==> config.mk <==
export PLATFORM = sky130hd
export DESIGN_NAME = bcd_counter
export DESIGN_NICKNAME = d
export VERILOG_FILES = /design/src/rtl/bcd_counter.sv
export SDC_FILE = /design/constraint.sdc
export NUM_CORES = 1
export LEC_CHECK = 0
export CORE_MARGIN = 10
export CORE_UTILIZATION = 34
export DETAILED_ROUTE_END_ITERATION = 10
export PLACE_DENSITY = 0.58
export SYNTH_ARGS = -nofsm -noshare
export SYNTH_HDL_FRONTEND = slang
export SYNTH_SLANG_ARGS = --single-unit
==> constraint.sdc <==
create_clock -name clk -period 4.8 [get_ports clk]
set_input_delay 1.44 -clock clk [delete_from_list [all_inputs] [get_ports clk]]
set_output_delay 1.44 -clock clk [all_outputs]
set_load 0.03 [all_outputs]
==> src/rtl/bcd_counter.sv <==
// Multi-digit BCD up/down counter with parallel load, cascade terminal count
// and a registered full-range wrap pulse. Nibble i of q is decimal digit i.
module bcd_counter #(
  parameter int DIGITS = 2
) (
  input  logic                  clk,
  input  logic                  rst,
  input  logic                  en,
  input  logic                  up,
  input  logic                  load,
  input  logic [4*DIGITS-1:0]   load_val,
  output logic [4*DIGITS-1:0]   q,
  output logic                  tc,
  output logic                  wrap,
  output logic                  load_err
);

  logic [4*DIGITS-1:0] cnt_next;
  logic [4*DIGITS-1:0] load_clean;
  logic                load_bad;
  logic                all_nine;
  logic                all_zero;
  logic                carry;
  logic [3:0]          d;
  logic [3:0]          lv;

  always_comb begin
    cnt_next   = q;
    load_clean = '0;
    load_bad   = 1'b0;
    all_nine   = 1'b1;
    all_zero   = 1'b1;
    carry      = 1'b1;
    d          = 4'd0;
    lv         = 4'd0;
    for (int i = 0; i < DIGITS; i++) begin
      d = q[4*i +: 4];
      // carry means every lower digit sits at its rollover value for this direction
      if (carry) begin
        if (up) cnt_next[4*i +: 4] = (d == 4'd9) ? 4'd0 : d + 4'd1;
        else    cnt_next[4*i +: 4] = (d == 4'd0) ? 4'd9 : d - 4'd1;
      end
      carry    = carry & (up ? (d == 4'd9) : (d == 4'd0));
      all_nine = all_nine & (d == 4'd9);
      all_zero = all_zero & (d == 4'd0);
      lv = load_val[4*i +: 4];
      if (lv > 4'd9) load_bad = 1'b1;
      else           load_clean[4*i +: 4] = lv;
    end
  end

  assign tc = en & (up ? all_nine : all_zero);

  always_ff @(posedge clk) begin
    if (rst) begin
      q        <= '0;
      wrap     <= 1'b0;
      load_err <= 1'b0;
    end else if (load) begin
      q        <= load_clean;
      load_err <= load_bad;
      wrap     <= 1'b0;
    end else if (en) begin
      q    <= cnt_next;
      wrap <= tc;
    end else begin
      wrap <= 1'b0;
    end
  end

endmodule

==> impl_metrics.py <==
metrics = {
    "routing": {
        "drc": 0,
        "drt_iter0_drc": 53,
        "viasPerCell": 5.51,
        "ant_nets": 0,
        "topRoutingLayerUsed": "met4",
        "wl_per_cell_um": 14.5,
        "met3_length_um": 126,
        "wl_met2_um": 1030,
        "drtPass1Iterations": 4,
        "vias": 859,
        "wl_um": 2270,
        "wl_met1_um": 1100,
    },
    "synth": {
        "synth.yosys.seq_area_share_pct": 22.9,
        "synth_top_area_share_pct": 22.9,
        "synth.area.mux_share_pct": 0,
        "ys.warnings.count": 0,
        "synth_compound_area_share_pct": 30.8,
        "yosysUniqueCellTypes": 43,
        "synth-xor-area-share_pct": 5.01,
        "synth_common_cells": "dfxtp_1, nor3_1, nor2_1",
        "synth_nets": 126,
        "synthAdderAreaFrac_pct": 0,
        "synth_simple_gate_area_share_pct": 28.5,
        "ys.flop_type": "dfxtp_1",
        "syn_inst": 113,
        "synth_top_family_by_area": "compound AO/OA/AOI/OAI gates",
        "yosys.area.top_type": "dfxtp_1",
        "yosys_register_bits": 10,
        "synth_area_leaders": "dfxtp_1, buf_6, nor3_1",
        "ys_async_sr_fraction_pct": 0,
        "synthesis.area_um2": 875,
        "yosysMostFrequentCell": "dfxtp_1",
        "syn_avg_cell_area_um2": 7.74,
        "synth-edff-count": 0,
    },
    "grt": {
        "antenna_found_initial": 0,
        "grt_use_total_pct": 8.71,
        "grt_pass1_wl_um": 3760,
        "grt_pass1_vias": 779,
        "grt-ovfl-total": 0,
        "grt_max_degree": 23,
    },
    "placed_design": {
        "dp_hpwl_um": 1660,
        "place_congestion": 0.838,
        "dpl-instance-area_um2": 1050,
        "placement.io_buffers": 23,
    },
    "cells_and_area": {
        "stdcell_area_um2": 1070,
        "area_growth_pct": 22.2,
        "nets": 141,
        "drive_gt1_share_pct": 5.56,
        "fillers": 274,
        "n_antenna_cell": 0,
    },
    "hold_path": {
        "worstHoldEndpoint": "load_err$_SDFFE_PP0P_",
        "hold_path.class": "register to register",
        "hold_start": "load_err$_SDFFE_PP0P_",
        "holdPathStages": 2,
    },
    "timing": {
        "relSlewSlack_pct": 50.1,
        "post-route-period-util_pct": 90.7,
        "skew_ps": 3.09,
        "finalCriticalPeriod_ps": 4360,
        "finalSetupTns_ps": 0,
        "setup_viol": 0,
        "worst-slew-pin-transition_ps": 747,
        "hold_ws_ps": 512,
        "max_freq_mhz": 230,
        "rsz0062_at_grt": "no",
        "hold_viol_final": 0,
        "slew_violations": 0,
    },
    "worst_setup_path": {
        "worstRegToRegCells": 4,
        "r2r_end": "q[3]$_SDFFE_PP0P_",
        "crit_type": "input pin to output pin",
        "regToRegSetupSlack_ps": 3040,
        "crit_arrival_ps": 2920,
        "start_kind": "input pin",
        "crit_fanout": 11,
        "worst_setup_path_end_kind": "output pin",
        "crit_required_ps": 3360,
        "regToRegStartpoint": "q[0]$_SDFFE_PP0P_",
    },
    "clock_tree": {
        "clock-sinks": 10,
        "clock_latency_ps": 260,
        "path_clk_slew_ps": 70,
        "cts_hold_buf": 0,
        "clk_path_buf_depth": 2,
        "htree_levels": 1,
        "cts_setup_buffers": 0,
        "cts-root-buf": "clkbuf_4",
        "cts_tree": "done",
        "cts_resized": 0,
        "numCtsBuffers": 3,
    },
    "die": {
        "die_w_um": 70.7,
        "row_count": 18,
        "design.core.area_um2": 2480,
        "die_h_um": 70.7,
        "num_io_pins": 24,
        "initial_utilization_pct": 35.3,
        "die-area_um2": 5000,
    },
    "job": {
        "cap_violations": 0,
    },
    "power_and_ir_drop": {
        "total_power_mw": 0.244,
        "ir_worst_vdd_v": 0.000119,
        "power.density_nw_per_um2": 228,
        "p_leak_nw": 0.370,
    },
    "outcome": {
        "status": "complete, no violations",
    },
}
-- kinds of logic after synthesis --
| kind of cell | after synthesis |
|---|---|
| XOR/XNOR | 5 |
| buffers and inverters | 17 |
| AO/OA/AOI/OAI | 36 |
| flip-flops | 10 |
| AND/OR/NAND/NOR | 45 |
-- state kept, by name (all words and copies together) (netlist names) --
register / flops
load_err: 1
q: 8
wrap: 1
-- cell usage in the layout (no fill, tap or decap), types with 2 or more instances in the layout --
| master | synthesis | layout |
|---|---|---|
| o21ai_0 | 6 | 6 |
| nand4b_1 | 2 | 2 |
| a221oi_1 | 2 | 2 |
| inv_1 | 3 | 3 |
| xor2_1 | 2 | 2 |
| nand3b_1 | 2 | 2 |
| nor4_1 | 2 | 2 |
| nand2_1 | 7 | 7 |
| clkdlybuf4s50_1 | 0 | 22 |
| a2111oi_2 | 2 | 2 |
| nand2b_1 | 5 | 5 |
| nor3_1 | 9 | 9 |
| a31oi_1 | 4 | 4 |
| a21boi_0 | 2 | 2 |
| a21oi_1 | 6 | 6 |
| and3b_1 | 2 | 2 |
| nor2b_1 | 2 | 2 |
| nor2_1 | 8 | 8 |
| dfxtp_1 | 10 | 10 |
| xnor2_1 | 3 | 3 |
| and3_1 | 2 | 2 |
| clkbuf_4 | 0 | 3 |
| buf_4 | 1 | 2 |
-- worst max-delay path, stage by stage --
cell,delay (ps)
clkdlybuf4s50_1,580
nor3_1,330
a2bb2oi_1,140
nor3b_1,220
buf_4,200
-- cell type report --
type | count | area (um^2) | share of cell area (%)
multi-input combinational | 86 | 562 | 52.6
inverter | 3 | 11.3 | 1.05
timing repair buffer | 24 | 235 | 22.0
sequential | 10 | 200 | 18.7
tap | 30 | 37.5 | 3.51
clock buffer | 3 | 22.5 | 2.11
-- worst max-delay path by stage --
| stage | startpoint | end |
|---|---|---|
| 2_1_floorplan | up | tc |
| 3_3_place_gp | up | tc |
| 3_5_place_dp | up | tc |
| 4_1_cts | up | tc |
| 5_1_grt | up | tc |
| 6_report | up | tc |
-- routing by layer --
| layer | track usage (%) | up-vias |
|---|---|---|
| met5 | 0 | - |
| met4 | 3.23 | 0 |
| met3 | 3.21 | 2 |
| met2 | 12.8 | 13 |
| met1 | 11.2 | 394 |
| li1 | - | 450 |
-- per-stage QoR --
step | utilization [%] | std cells | setup WS (ps)
finish | 43.1 | 156 | 445
global route | 43.1 | 156 | 259
CTS | 43.1 | 156 | 448
detailed placement | 42.2 | 153 | 472
global placement | 42.2 | 153 | 478
floorplan | - | 113 | 637
-- power breakdown --
part | switching (mW) | internal (mW) | leakage [nW]
combinational | 0.0423 | 0.0396 | 0.273
sequential | 0.0139 | 0.0886 | 0.0826
clock | 0.0306 | 0.0290 | 0.0138
(Power assumes the default switching activity.)
